## config.mk

```make
export PLATFORM = sky130hd
export DESIGN_NAME = ctrl_fsm
export DESIGN_NICKNAME = d
export VERILOG_FILES = /design/src/rtl/ctrl_fsm.sv
export SDC_FILE = /design/constraint.sdc
export NUM_CORES = 1
export LEC_CHECK = 0
export BUFFER_PORTS_ARGS = -buffer_cell sky130_fd_sc_hd__buf_2
export CAP_MARGIN = 20
export CORE_MARGIN = 2
export CORE_UTILIZATION = 45
export CTS_CLUSTER_SIZE = 16
export DETAILED_ROUTE_END_ITERATION = 7
export GPL_ROUTABILITY_DRIVEN = 1
export PLACE_DENSITY = 0.7
export SLEW_MARGIN = 40
export SYNTH_ARGS = -nofsm -noshare
export SYNTH_HDL_FRONTEND = slang
export SYNTH_SLANG_ARGS = --single-unit
```

## constraint.sdc

```tcl
create_clock -name clock -period 4.6 [get_ports clock]
set_input_delay 0.69 -clock clock [delete_from_list [all_inputs] [get_ports clock]]
set_output_delay 0.69 -clock clock [all_outputs]
set_load 0.05 [all_outputs]
```

## src/rtl/ctrl_fsm.sv

```systemverilog
// ctrl_fsm: opcode decoder plus multi-cycle sequencer for the core.
//
// Decodes the instruction opcode into datapath control strobes. Adds three
// sequencing behaviours on top of the decode:
//   - mult/div take MULDIV_CYCLES cycles in total.
//   - in/out wait for a fresh push-button press.
//   - halt stops the core until reset.
//
// Parameters:
//   OPCODE_W      opcode width; real opcodes use the low 6 bits
//   ALU_W         alu_code width; "no-op" is all ones
//   MULDIV_CYCLES total cycles for mult/div (minimum 1)
//
// Ports:
//   clock                   rising-edge clock
//   reset                   synchronous, active-high
//   Button                  asynchronous push-button (I/O acknowledge)
//   Valid, Opcode           new instruction presented this cycle
//   alu_code                ALU operation
//   ALU, branch, Halt, Im, In, Jal, Jr, Jump, Write, WriteMem, useStk,
//   type_r                  datapath controls
//   Stall                   hold PC/IR; the instruction has not committed
module ctrl_fsm #(
  parameter int OPCODE_W      = 6,
  parameter int ALU_W         = 5,
  parameter int MULDIV_CYCLES = 4
) (
  input  logic                clock,
  input  logic                reset,
  input  logic                Button,
  input  logic                Valid,
  input  logic [OPCODE_W-1:0] Opcode,
  output logic [ALU_W-1:0]    alu_code,
  output logic                ALU,
  output logic                branch,
  output logic                Halt,
  output logic                Im,
  output logic                In,
  output logic                Jal,
  output logic                Jr,
  output logic                Jump,
  output logic                Write,
  output logic                WriteMem,
  output logic                useStk,
  output logic                type_r,
  output logic                Stall
);

  // The counter only ever holds MULDIV_CYCLES-2 down to 0.
  localparam int CNT_W = (MULDIV_CYCLES > 2) ? $clog2(MULDIV_CYCLES - 1) : 1;
  localparam logic [CNT_W-1:0] CNT_LOAD =
      CNT_W'((MULDIV_CYCLES > 1) ? (MULDIV_CYCLES - 2) : 0);

  typedef logic [OPCODE_W-1:0] op_t;

  typedef enum logic [1:0] {
    S_RUN    = 2'd0,
    S_MULDIV = 2'd1,
    S_IOWAIT = 2'd2,
    S_HALTED = 2'd3
  } state_t;

  typedef struct packed {
    logic [ALU_W-1:0] code;
    logic alu;
    logic branch;
    logic halt;
    logic im;
    logic in_en;
    logic jal;
    logic jr;
    logic jump;
    logic write;
    logic wmem;
    logic stk;
    logic type_r;
  } ctl_t;

  function automatic ctl_t ctl_idle();
    ctl_t c;
    c      = '0;
    c.code = '1;
    return c;
  endfunction

  // Opcodes are compared at full width, so any set upper bit falls to default.
  function automatic ctl_t decode(input op_t op);
    ctl_t c;
    c = ctl_idle();
    case (op)
      op_t'(6'o01): c.halt = 1'b1;
      op_t'(6'o02): begin c.alu = 1'b1; c.write = 1'b1; c.type_r = 1'b1; c.code = ALU_W'(3'd0); end
      op_t'(6'o03): begin c.alu = 1'b1; c.write = 1'b1; c.type_r = 1'b1; c.code = ALU_W'(3'd1); end
      op_t'(6'o04): begin c.alu = 1'b1; c.write = 1'b1; c.type_r = 1'b1; c.code = ALU_W'(3'd3); end
      op_t'(6'o05): begin c.alu = 1'b1; c.write = 1'b1; c.type_r = 1'b1; c.code = ALU_W'(3'd4); end
      op_t'(6'o22): begin c.alu = 1'b1; c.write = 1'b1; c.type_r = 1'b1; c.code = ALU_W'(3'd6); end
      op_t'(6'o23): begin c.alu = 1'b1; c.write = 1'b1; c.type_r = 1'b1; c.code = ALU_W'(3'd7); end
      op_t'(6'o24): begin c.alu = 1'b1; c.im = 1'b1; c.write = 1'b1; c.code = ALU_W'(3'd0); end
      op_t'(6'o25): begin c.alu = 1'b1; c.im = 1'b1; c.write = 1'b1; c.code = ALU_W'(3'd1); end
      op_t'(6'o26): begin c.alu = 1'b1; c.im = 1'b1; c.write = 1'b1; c.code = ALU_W'(3'd5); end
      op_t'(6'o06): begin c.alu = 1'b1; c.write = 1'b1; c.code = ALU_W'(3'd2); end
      op_t'(6'o20): begin c.branch = 1'b1; c.code = ALU_W'(3'd1); end
      op_t'(6'o21): c.code = ALU_W'(3'd1);
      op_t'(6'o07): begin c.im = 1'b1; c.write = 1'b1; c.code = ALU_W'(3'd0); end
      op_t'(6'o10): begin c.im = 1'b1; c.wmem = 1'b1; c.code = ALU_W'(3'd0); end
      op_t'(6'o11): begin c.im = 1'b1; c.wmem = 1'b1; c.stk = 1'b1; end
      op_t'(6'o12): begin c.im = 1'b1; c.write = 1'b1; c.stk = 1'b1; end
      op_t'(6'o13): begin c.alu = 1'b1; c.im = 1'b1; c.in_en = 1'b1; c.write = 1'b1; c.code = ALU_W'(3'd5); end
      op_t'(6'o14): c.code = '1;
      op_t'(6'o15): c.jr = 1'b1;
      op_t'(6'o16): c.jump = 1'b1;
      op_t'(6'o17): begin c.jal = 1'b1; c.jump = 1'b1; end
      default:      c.code = '1;
    endcase
    return c;
  endfunction

  state_t           state_r, state_nxt_s;
  logic [CNT_W-1:0] cnt_r, cnt_nxt_s;
  op_t              op_q, op_nxt_s;
  logic             sync1_r, sync2_r, sync2_d_r, btn_rise_r;
  ctl_t             ctl_s;
  logic             stall_s, hold_halt_s;

  // Button synchroniser and registered rising-edge detector.
  always_ff @(posedge clock) begin
    if (reset) begin
      sync1_r    <= 1'b0;
      sync2_r    <= 1'b0;
      sync2_d_r  <= 1'b0;
      btn_rise_r <= 1'b0;
    end else begin
      sync1_r    <= Button;
      sync2_r    <= sync1_r;
      sync2_d_r  <= sync2_r;
      btn_rise_r <= sync2_r & ~sync2_d_r;
    end
  end

  // FSM state, mult/div counter and latched opcode.
  always_ff @(posedge clock) begin
    if (reset) begin
      state_r <= S_RUN;
      cnt_r   <= '0;
      op_q    <= '0;
    end else begin
      state_r <= state_nxt_s;
      cnt_r   <= cnt_nxt_s;
      op_q    <= op_nxt_s;
    end
  end

  // Next-state logic and pre-commit control selection.
  always_comb begin
    state_nxt_s = state_r;
    cnt_nxt_s   = cnt_r;
    op_nxt_s    = op_q;
    ctl_s       = ctl_idle();
    stall_s     = 1'b0;
    hold_halt_s = 1'b0;
    if (reset) begin
      state_nxt_s = S_RUN;
    end else begin
      case (state_r)
        S_RUN: begin
          if (Valid) begin
            ctl_s = decode(Opcode);
            if (((Opcode == op_t'(6'o04)) || (Opcode == op_t'(6'o05))) && (MULDIV_CYCLES > 1)) begin
              op_nxt_s    = Opcode;
              cnt_nxt_s   = CNT_LOAD;
              stall_s     = 1'b1;
              state_nxt_s = S_MULDIV;
            end else if ((Opcode == op_t'(6'o13)) || (Opcode == op_t'(6'o14))) begin
              op_nxt_s    = Opcode;
              stall_s     = 1'b1;
              hold_halt_s = 1'b1;
              state_nxt_s = S_IOWAIT;
            end else if (Opcode == op_t'(6'o01)) begin
              stall_s     = 1'b1;
              state_nxt_s = S_HALTED;
            end else begin
              state_nxt_s = S_RUN;
            end
          end else begin
            state_nxt_s = S_RUN;
          end
        end
        S_MULDIV: begin
          ctl_s = decode(op_q);
          if (cnt_r != '0) begin
            stall_s   = 1'b1;
            cnt_nxt_s = cnt_r - CNT_W'(1);
          end else begin
            state_nxt_s = S_RUN;
          end
        end
        S_IOWAIT: begin
          ctl_s = decode(op_q);
          if (btn_rise_r) begin
            state_nxt_s = S_RUN;
          end else begin
            stall_s     = 1'b1;
            hold_halt_s = 1'b1;
          end
        end
        S_HALTED: begin
          stall_s     = 1'b1;
          hold_halt_s = 1'b1;
        end
        default: state_nxt_s = S_RUN;
      endcase
    end
  end

  // Commit-only strobes are masked whenever the instruction is still stalled.
  assign alu_code = ctl_s.code;
  assign ALU      = ctl_s.alu;
  assign Im       = ctl_s.im;
  assign useStk   = ctl_s.stk;
  assign type_r   = ctl_s.type_r;
  assign Halt     = ctl_s.halt | hold_halt_s;
  assign Stall    = stall_s;
  assign Write    = ctl_s.write  & ~stall_s;
  assign WriteMem = ctl_s.wmem   & ~stall_s;
  assign Jump     = ctl_s.jump   & ~stall_s;
  assign Jr       = ctl_s.jr     & ~stall_s;
  assign Jal      = ctl_s.jal    & ~stall_s;
  assign branch   = ctl_s.branch & ~stall_s;
  assign In       = ctl_s.in_en  & ~stall_s;

endmodule

```

# After elaboration in Yosys (flattened, before gate mapping)
# Cells that the tools add are included.
[word_totals]
regBits = 14
in_bits = 10
out_inout_bits = 18
word_cells = 155
[classes]
n_addsub = 1
eq_ne = 51
muxes = 54
bitwise = 11
reduce_logical = 31
[op_table]
columns = ["cell", "count"]
rows = [
  ["equality test 6 x 4 -> 1 bit, second input constant", 15],
  ["equality test 6 x 5 -> 1 bit, second input constant", 14],
  ["case mux 5 bit (8 select lines)", 2],
  ["equality test 6 x 3 -> 1 bit, second input constant", 8],
  ["2-to-1 mux 1 bit", 34],
  ["2-to-1 mux 17 bit", 2],
  ["case mux 17 bit (2 select lines)", 1],
  ["OR reduction 13 bit", 2],
  ["equality test 6 x 2 -> 1 bit, second input constant", 4],
  ["OR reduction 11 bit", 2],
  ["2-to-1 mux 2 bit", 9],
  ["OR reduction 2 bit", 9],
  ["OR reduction 4 bit", 4],
  ["OR reduction 8 bit", 2],
  ["equality test 6 x 1 -> 1 bit, second input constant", 2],
  ["2-to-1 mux 6 bit", 2],
  ["OR reduction 6 bit", 2],
  ["!= test 2 bit, second input constant", 5],
  ["bitwise AND 1 bit", 8],
  ["case mux 2 bit (3 select lines)", 1],
  ["AND reduction 3 bit", 2],
  ["nonzero test 2 bit", 3],
  ["equality test 2 bit, second input constant", 2],
  ["case mux 1 bit (4 select lines)", 1],
  ["10 further kinds", 12],
]

# Depth between registers and ports, before layout
# Gate-level depths: netlist (run 1).
[depth]
word_depth = 9
ltp_mapped = 8
depth_no_buf = 7

# Least setup slack after synthesis (run 1)
# OpenSTA, ideal clock, no wires.
[synth_timing]
kind = "input port to output port"
start = "input port Opcode[2]"
end = "output port Stall"
arrival_time_ns = 2.278
slack_ns = 1.632
stages = 5
cell_sequence = "buf_2 -> nand3b_1 -> o211ai_1 -> a41oi_1 -> nor3_1"
[synth_via]
elab_chain_cells = 7
[synth_lines]
columns = ["element", "line_no", "source"]
rows = [
  ["start, declared", "32", "input logic [OPCODE_W-1:0] Opcode,"],
  ["equality test 6 x 1 -> 1 bit / equality test 6 x 4 -> 1 bit (equally long branches)", "178, 173", ""],
  ["2-to-1 mux 1 bit / logical OR 1 bit (equally long branches)", "178, 173", ""],
  ["2-to-1 mux 1 bit", "173", "end else if ((Opcode == op_t'(6'o13)) || (Opcode == op_t'(6'o14))) begin"],
  ["2-to-1 mux 1 bit *", "168", "if (((Opcode == op_t'(6'o04)) || (Opcode == op_t'(6'o05))) && (MULDIV_CYCLES > 1)) begin"],
  ["2-to-1 mux 1 bit *", "166", "if (Valid) begin"],
  ["case mux 1 bit (4 select lines) *", "164", "case (state_r)"],
  ["2-to-1 mux 1 bit *", "161", "if (reset) begin"],
  ["end, declared", "46", "output logic Stall"],
]
# Every way passes the cells marked *; elsewhere a longest branch is shown, timed or not.

# Worst setup path after layout (run 1)
[layout_timing]
start = "register state_r[1]"
end = "output port Halt"
[layout_via]
elab_chain_cells = 5
[layout_lines]
columns = ["element", "line_no", "source"]
rows = [
  ["start, declared", "118", "state_t state_r, state_nxt_s;"],
  ["start signal, assigned", "147", "state_r <= state_nxt_s;"],
  ["equality test 2 bit / equality test 2 x 1 -> 1 bit (equally long branches)", "164", ""],
  ["OR reduction 2 bit (no line)", "n/a", ""],
  ["case mux 17 bit (2 select lines)", "164", ""],
  ["2-to-1 mux 17 bit", "161", ""],
  ["OR 1 bit *", "221", "assign Halt = ctl_s.halt | hold_halt_s;"],
  ["end, declared", "36", "output logic Halt,"],
]
# Marked as above.

==> results of run 1 <==
-- power groups by stage --
stage               Clock [uW]  Sequential (uW)  Combinational [uW]
finish                    89.4              125                73.7
global placement             0              128                72.6
floorplan                    0              127                58.0
CTS                       92.4              125                72.8
detailed placement           0              128                72.4
global route              98.7              126                80.4
-- area by class of cell --
type | instances | area [sq um] | share of cell area, %
Tap cell | 46 | 57.6 | 3.38
Multi-Input combinational cell | 181 | 1160 | 68.1
Sequential cell | 14 | 280 | 16.5
Clock buffer | 4 | 36.3 | 2.13
Timing Repair Buffer | 27 | 135 | 7.94
Inverter | 9 | 33.8 | 1.98
-- metrics by stage --
step / area, sq um / hold WS (ns) / setup slack [ns] / cells / power [uW]
4_1_cts: 1700 / 0.396 / 1.55 / 281 / 291
5_1_grt: 1700 / 0.406 / 1.34 / 281 / 305
2_1_floorplan: 1550 / 0.367 / 1.63 / 222 / 185
3_3_place_gp: 1670 / 0.373 / 1.63 / 277 / 201
6_report: 1700 / 0.391 / 1.56 / 281 / 289
3_5_place_dp: 1670 / 0.381 / 1.60 / 277 / 201
-- cell usage in the layout (no fill, tap or decap), types with 2 or more instances in the layout --
cell	instances
a211oi_1	3
a21oi_1	10
a22oi_1	3
a31oi_1	3
a32oi_1	5
a41oi_1	3
and3_1	4
buf_2	27
clkbuf_4	3
dfxtp_1	14
ha_1	6
inv_1	9
mux2i_1	5
nand2_1	12
nand2b_1	11
nand3_1	6
nand3b_1	2
nand4_1	3
nor2_1	33
nor2b_1	15
nor3_1	4
nor3b_1	2
nor4_1	3
o21a_1	2
o21ai_0	14
o22ai_1	2
o311a_1	2
o32a_1	3
or2_2	2
xnor2_1	2
xor2_1	2
-- flip-flops by register name (all words and copies together) (netlist names) --
signal and count:
sync2_r 1, btn_rise_r 1, op_q 6, sync1_r 1, sync2_d_r 1, state_r 2, cnt_r 2
-- logic make-up (layout without fill, tap and decap cells) --
logic type	count (synthesis)	after routing	synth area share (%)
AOI/OAI and AO/OA	61	61	27.6
xor gates and xnor gates	4	4	2.26
adders and majority gates	6	6	4.83
buffers and inverters	27	40	7.25
DFF	14	14	18.1
muxes	6	6	3.95
and+or+nand+nor	104	104	36.0
-- how the worst max path moves through the flow --
stage / to / slack [ns] / cells past startpoint
after floorplan: Stall / 1.63 / 5
after global placement: Write / 1.63 / 7
after detailed placement: Write / 1.60 / 7
after CTS: Halt / 1.55 / 8
after global routing: Halt / 1.34 / 8
final: Halt / 1.56 / 8
-- worst max-delay path, stage by stage (launching register included) --
cell and delay, ns:
dfxtp_1 0.42, inv_1 0.09, ha_1 0.37, nand2b_1 0.13
nor2_1 0.36, a32oi_1 0.13, o22a_1 0.22, nor2_1 0.08
buf_2 0.26
-- layer usage --
metal | vias to the layer above | share of wire, %
li1 | 830 | -
met1 | 738 | 48
met2 | 64 | 44
met3 | 4 | 7.7
met4 | 0 | 0.43
met5 | - | 0
==> run metrics, run 1 <==
status=complete, no violations; Hold-fix buffers, CTS=0; reg-to-reg endpoint=cnt_r[0]$_SDFFE_PP0P_; Seq/Total Area, Yosys=18.0%; initial antenna violation count=0; HPWL Detailed=2920 um; maxcap violations=0; port bufs=27; Fin. Hold Viols=0; critical setup path kind=register to output pin; WHS Path Cells=1; actual slew at the worst max-slew pin=0.573 ns; clock share of power=31.0%; Max clock buf depth=2; Core Area=3340 sq um; post-synthesis net count=238; setup TNS=0 ns; Util after Layout=51.0%; count leader, synth=nor2_1; antenna-violating nets left=0; Ant. Diodes=0; Max-Slew Margin vs Limit=61.7%; total CTS buffers=3; Worst-path clk slew=0.09 ns; Synth area leader=dfxtp_1; Mean Syn Cell Area=6.99 sq um; number of global-route vias before repair=1343; Switch Pwr=94.1 uW; switch share=32.6%; CTS root buf=clkbuf_4; most frequent cells after synthesis=33 x nor2_1, 15 x nor2b_1, 14 x dfxtp_1, 14 x o21ai_0, 12 x nand2_1; Hold Crit Start=sync2_d_r$_SDFF_PP0_; DIE HEIGHT=62.7 um; TritonCTS clock tree=yes; startpoint class of the critical path=register; Async S/R FF share, synth=0%; Yosys cell types=53; dominant synthesized flop cell=dfxtp_1; Worst R2R Setup Slack=2.81 ns; wire per inst=14.0 um; # nets final=252; Final min period=3.04 ns; synth top area cells=dfxtp_1 18%, nor2_1 8.0%, nor2b_1 6.0%, ha_1 4.8%, o21ai_0 4.5%; clock sinks=14; pin count of the biggest net entering global routing=23; r2r worst-path depth=7; CP Capture Type=output pin; WL final=3920 um; top-area cell type share of the netlist area=18.0%; PwrDens=169 nW/um^2; row count=21; Hold Crit Class=register to register; routing usage on met2=29.7%; FF-to-FF Start=state_r[1]$_SDFFE_PP0P_; layout cells sized above 1=16.6%; crit path launch=state_r[1]$_SDFFE_PP0P_; met3 Track Usage GR=3.06%; Highest Clock Rate=329 MHz; Worst Hold End=btn_rise_r$_SDFF_PP0_; synthesized instance count=222; VDD IR max=0.121 mV; RSZ-0062 raised after global routing=no; overall routing resource usage=20.1%; Final setup viols=0; logic gate share of total power=25.5%; Internal=195 uW; synthesized flop and latch total=14; width of the die=62.7 um; routability cong.=0.904; Starting Density=46.5%; Critical Path AT=2.35 ns; num ports=28; Period Utilization, post-route=66.1%; global-route track usage on met1=31.0%; busiest grt layer=met1; Syn-to-layout area delta=9.67%; filler instances=339; Post-Syn Area=1550 sq um; via count=1636; max-slew violation count=0; Resized Gates After CTS=0; number of H-tree levels=1; GRT overflow=0; Sequential Power Share=43.5%; number of iterations in the first detailed-routing pass=5; Residual DRC=0; Crit path required time=3.91 ns; die area=3940 sq um; post-CTS setup buffer count=0; Initial DRC Count=262; Post-Route Skew=0.00767 ns; DR vias/cell=5.82; first-pass GRT wire length=6510 um; Leakage Power=0.000678 uW; crit-path max FO=6; Syn. warnings=0; Worst-Skew Late Latency=0.29 ns; EDFF count, synth=0
No activity file was read; power rests on OpenSTA's default activity.
==> inputs of run 2 (changes only) <==
- clock period: 4.6 -> 2.8 ns (I/O delays scaled with it)
==> run metrics, run 2 (synthesized netlist as in run 1, its figures left out) <==
Fin. Hold Viols=0; routability cong.=0.922; num ports=28; row count=21; Critical Path AT=2.22 ns; maxcap violations=0; layout cells sized above 1=19.2%; actual slew at the worst max-slew pin=0.523 ns; FF-to-FF Start=state_r[0]$_SDFFE_PP0P_; final hold slack=0.370 ns; crit-path max FO=5; port bufs=27; crit path cell chain=inv_1 > ha_1 > nand2b_1 > nor2_2 > and3_1 > a22oi_1 > nor2_1 > buf_2; Max clock buf depth=2; DP Area=1700 sq um; status=complete, no violations; startpoint class of the critical path=register; WL final=4050 um; TritonCTS clock tree=yes; die area=3940 sq um; total CTS buffers=3; Top Metal Used=met4; DR vias/cell=5.94; Sequential Power Share=43.2%; DP Worst Slack=0.355 ns; wire per inst=14.2 um; filler instances=342; post-CTS setup buffer count=0; clock share of power=30.1%; largest registers=op_q (6), cnt_r (2), state_r (2); WHS Path Cells=2; Hold Crit Start=Button; crit-path leading delay family=simple AND/OR/NAND/NOR gates; Core Area=3340 sq um; VDD IR max=0.136 mV; antenna-violating nets left=0; via count=1694; switch share=32.0%; max-slew violation count=0; # nets final=256; Ant. Diodes=0; Final setup viols=0; slowest stage cell, crit path=dfxtp_1; Highest Clock Rate=379 MHz; Post-Route Skew=0.00683 ns; Starting Density=46.5%; initial antenna violation count=0; final std cells w/o fill=285; width of the die=62.7 um; Residual DRC=0; number of iterations in the first detailed-routing pass=5; final setup margin=0.163 ns; logic gate share of total power=26.7%; Max-Slew Margin vs Limit=65.0%; critical setup path kind=register to output pin; CP Capture Type=output pin; number of global-route vias before repair=1375; Biggest register=op_q; Leakage Power=0.000698 uW; Final min period=2.64 ns; PwrDens=270 nW/um^2; Switch Pwr=152 uW; Period Utilization, post-route=94.2%; Worst Hold End=sync1_r$_SDFF_PP0_; setup TNS=0 ns; Syn-to-layout area delta=13.0%; Internal=321 uW; pin count of the biggest net entering global routing=23; Hold Crit Class=input pin to register; placed insts=281; reg-to-reg endpoint=cnt_r[0]$_SDFFE_PP0P_; post-route cell area=1750 sq um; overall routing resource usage=20.1%; first-pass GRT wire length=6470 um; Worst R2R Setup Slack=1.00 ns; Resized Gates After CTS=0; Met3 Wirelength=335 um; Met1 Wirelength=1870 um; DIE HEIGHT=62.7 um; Worst-Skew Late Latency=0.28 ns; HPWL Detailed=3010 um; Initial DRC Count=188; number of H-tree levels=1; Max stage delay on crit path=0.41 ns; r2r worst-path depth=7; crit path buf inv count=2; CTS root buf=clkbuf_4; commonest non-fill, non-tap cell in the layout=nor2_1; Largest register FFs=6; Worst-path clk slew=0.08 ns; GRT overflow=0; Crit path required time=2.38 ns; most frequent cells in the layout=31 x nor2_1, 25 x buf_2, 15 x nor2b_1; clock sinks=14; WL met2=1830 um; Hold-fix buffers, CTS=0
## run 2: cell count changes in the layout (fill, tap and decap cells not counted), sizes merged
| cell | before | now |
|---|---|---|
| buf | 27 | 29 |
| clkbuf | 4 | 6 |
## run 2: power groups by stage
stage / Sequential [uW] / Clock (uW) / Combinational (uW)
floorplan: 208 / 0 / 95.3
global placement: 209 / 0 / 124
detailed placement: 209 / 0 / 123
CTS: 204 / 148 / 124
global route: 205 / 158 / 137
finish: 204 / 142 / 126
## run 2: how the worst max path moves through the flow
stage | start | end | slack (ns) | depth (start not counted)
after global routing | state_r[0]$_SDFFE_PP0P_ | Write | -0.02 | 6
after CTS | state_r[0]$_SDFFE_PP0P_ | Write | 0.09 | 6
final | state_r[0]$_SDFFE_PP0P_ | Jump | 0.16 | 8
after detailed placement | Opcode[1] | Write | 0.36 | 7
after global placement | Opcode[1] | Write | 0.38 | 7
after floorplan | state_r[0]$_SDFFE_PP0P_ | Write | 0.24 | 6
## run 2: per-stage QoR
step | util, % | power [uW]
after global placement | 50.8 | 333
after global routing | 52.6 | 500
after detailed placement | 50.8 | 332
final | 52.6 | 473
after floorplan | - | 304
after CTS | 51.9 | 476
## run 2: area by class of cell
type,instances,area (sq um),share of cell area (%)
multi-input combinational,181,1180,67.0
sequential,14,280,16.0
timing repair buffer,31,170,9.70
tap,46,57.6,3.28
clock buffer,4,36.3,2.07
inverter,9,33.8,1.93
## run 2: metal layers
metal | vias to the layer above | global-route usage, %
met5 | - | 0
met4 | 0 | 3.33
met3 | 2 | 3.60
met2 | 75 | 31.3
met1 | 782 | 29.3
li1 | 835 | -
==> inputs of run 3 (changes only) <==
- BUFFER_PORTS_ARGS: -buffer_cell sky130_fd_sc_hd__buf_2 -> -buffer_cell sky130_fd_sc_hd__clkbuf_2
- TNS_END_PERCENT: not set -> 20
- clock period: 2.8 -> 3.2 ns (I/O delays scaled with it)
==> run metrics, run 3 (synthesized netlist as in run 1, its figures left out) <==
Crit path required time=2.72 ns; WHS Path Cells=2; max-slew violation count=0; RSZ-0062 raised after global routing=no; DR vias/cell=5.88; PwrDens=242 nW/um^2; number of H-tree levels=1; initial antenna violation count=0; Critical Path AT=2.38 ns; routability cong.=0.925; via count=1659; Worst R2R Setup Slack=1.42 ns; HPWL Detailed=2960 um; post-CTS setup buffer count=0; die area=3940 sq um; total CTS buffers=3; Worst-Skew Late Latency=0.28 ns; TritonCTS clock tree=yes; Residual DRC=0; crit-path max FO=6; largest registers=op_q (6), cnt_r (2), state_r (2); Core Area=3340 sq um; Ant. Diodes=0; setup TNS=0 ns; critical setup path kind=register to output pin; most frequent cells in the layout=33 x nor2_1, 27 x clkbuf_2, 15 x nor2b_1; status=complete, no violations; overall routing resource usage=19.8%; first-pass GRT wire length=6330 um; width of the die=62.7 um; Max-Slew Margin vs Limit=59.0%; reg-to-reg endpoint=cnt_r[0]$_SDFFE_PP0P_; number of iterations in the first detailed-routing pass=5; Initial DRC Count=164; Fin. Hold Viols=0; Final setup viols=0; Worst-path clk slew=0.08 ns; FF-to-FF Start=state_r[1]$_SDFFE_PP0P_; commonest non-fill, non-tap cell in the layout=nor2_1; WL final=3960 um; Post-Route Skew=0.000798 ns; startpoint class of the critical path=register; pin count of the biggest net entering global routing=23; final setup margin=0.340 ns; GRT overflow=0; placed insts=278; Resized Gates After CTS=0; Biggest register=op_q; actual slew at the worst max-slew pin=0.614 ns; VDD IR max=0.139 mV; wire per inst=14.0 um; Highest Clock Rate=350 MHz; Largest register FFs=6; Final min period=2.86 ns; r2r worst-path depth=7; Hold Crit Start=Button; CP Capture Type=output pin; Tot Pwr=414 uW; DP Worst Slack=0.589 ns; Starting Density=46.5%; row count=21; DIE HEIGHT=62.7 um; Syn-to-layout area delta=10.2%; Hold Crit Class=input pin to register; maxcap violations=0; Max clock buf depth=2; clock sinks=14; layout cells sized above 1=16.9%; Worst Hold End=sync1_r$_SDFF_PP0_; port bufs=27; Hold-fix buffers, CTS=0; Leakage Power=0.000680 uW; Period Utilization, post-route=89.4%; final std cells w/o fill=282; number of global-route vias before repair=1293; num ports=28; # nets final=253; antenna-violating nets left=0; CTS root buf=clkbuf_4
-- run 3: cell count changes in the layout (fill, tap and decap cells not counted), sizes merged --
cell    change
clkbuf     +25
buf        -28
-- run 3: cell type report --
type | instances | area (sq um)
inverters | 9 | 33.8
clock buffers | 4 | 36.3
fillers | 332 | 1630
multi-input cells | 181 | 1160
repair buffers | 28 | 143
flip-flops and latches | 14 | 280
well taps | 46 | 57.6
-- run 3: stage by stage --
step,util (%),area (sq um),hold slack [ns]
2_1_floorplan,-,1550,0.367
3_3_place_gp,50.2,1670,0.371
3_5_place_dp,50.2,1670,0.409
4_1_cts,51.3,1710,0.390
5_1_grt,51.3,1710,0.405
6_report,51.3,1710,0.395
-- run 3: worst max-delay path, cell delays in order (launching register included) --
cell,delay (ns)
dfxtp_1,0.41
inv_1,0.09
ha_1,0.37
nand2b_1,0.13
nor2_1,0.35
a32oi_1,0.14
o22a_1,0.22
nor2_1,0.09
clkbuf_2,0.28
-- run 3: where the power goes --
part	total (uW)	internal, uW	switching [uW]	leakage [uW]
clock network	127	69.3	58.2	0.0000210
registers	180	177	3.02	0.000113
logic	107	33.3	73.2	0.000546
-- run 3: routing by layer --
layer  track usage, %  vias up  share of wire [%]
li1                 -      833                  -
met2             29.0       73                 42
met4             3.33        0               0.53
met3             2.88        7                6.8
met5                0        -                  0
met1             30.8      746                 50
-- run 3: worst max-delay path by stage --
| stage | start | depth (start not counted) | end | slack (ns) |
|---|---|---|---|---|
| after global placement | Opcode[1] | 7 | Write | 0.61 |
| after global routing | state_r[0]$_SDFFE_PP0P_ | 8 | Halt | 0.12 |
| after CTS | state_r[1]$_SDFFE_PP0P_ | 8 | Halt | 0.33 |
| final | state_r[1]$_SDFFE_PP0P_ | 8 | Halt | 0.34 |
| after floorplan | state_r[0]$_SDFFE_PP0P_ | 6 | Write | 0.58 |
| after detailed placement | Opcode[1] | 7 | Write | 0.59 |
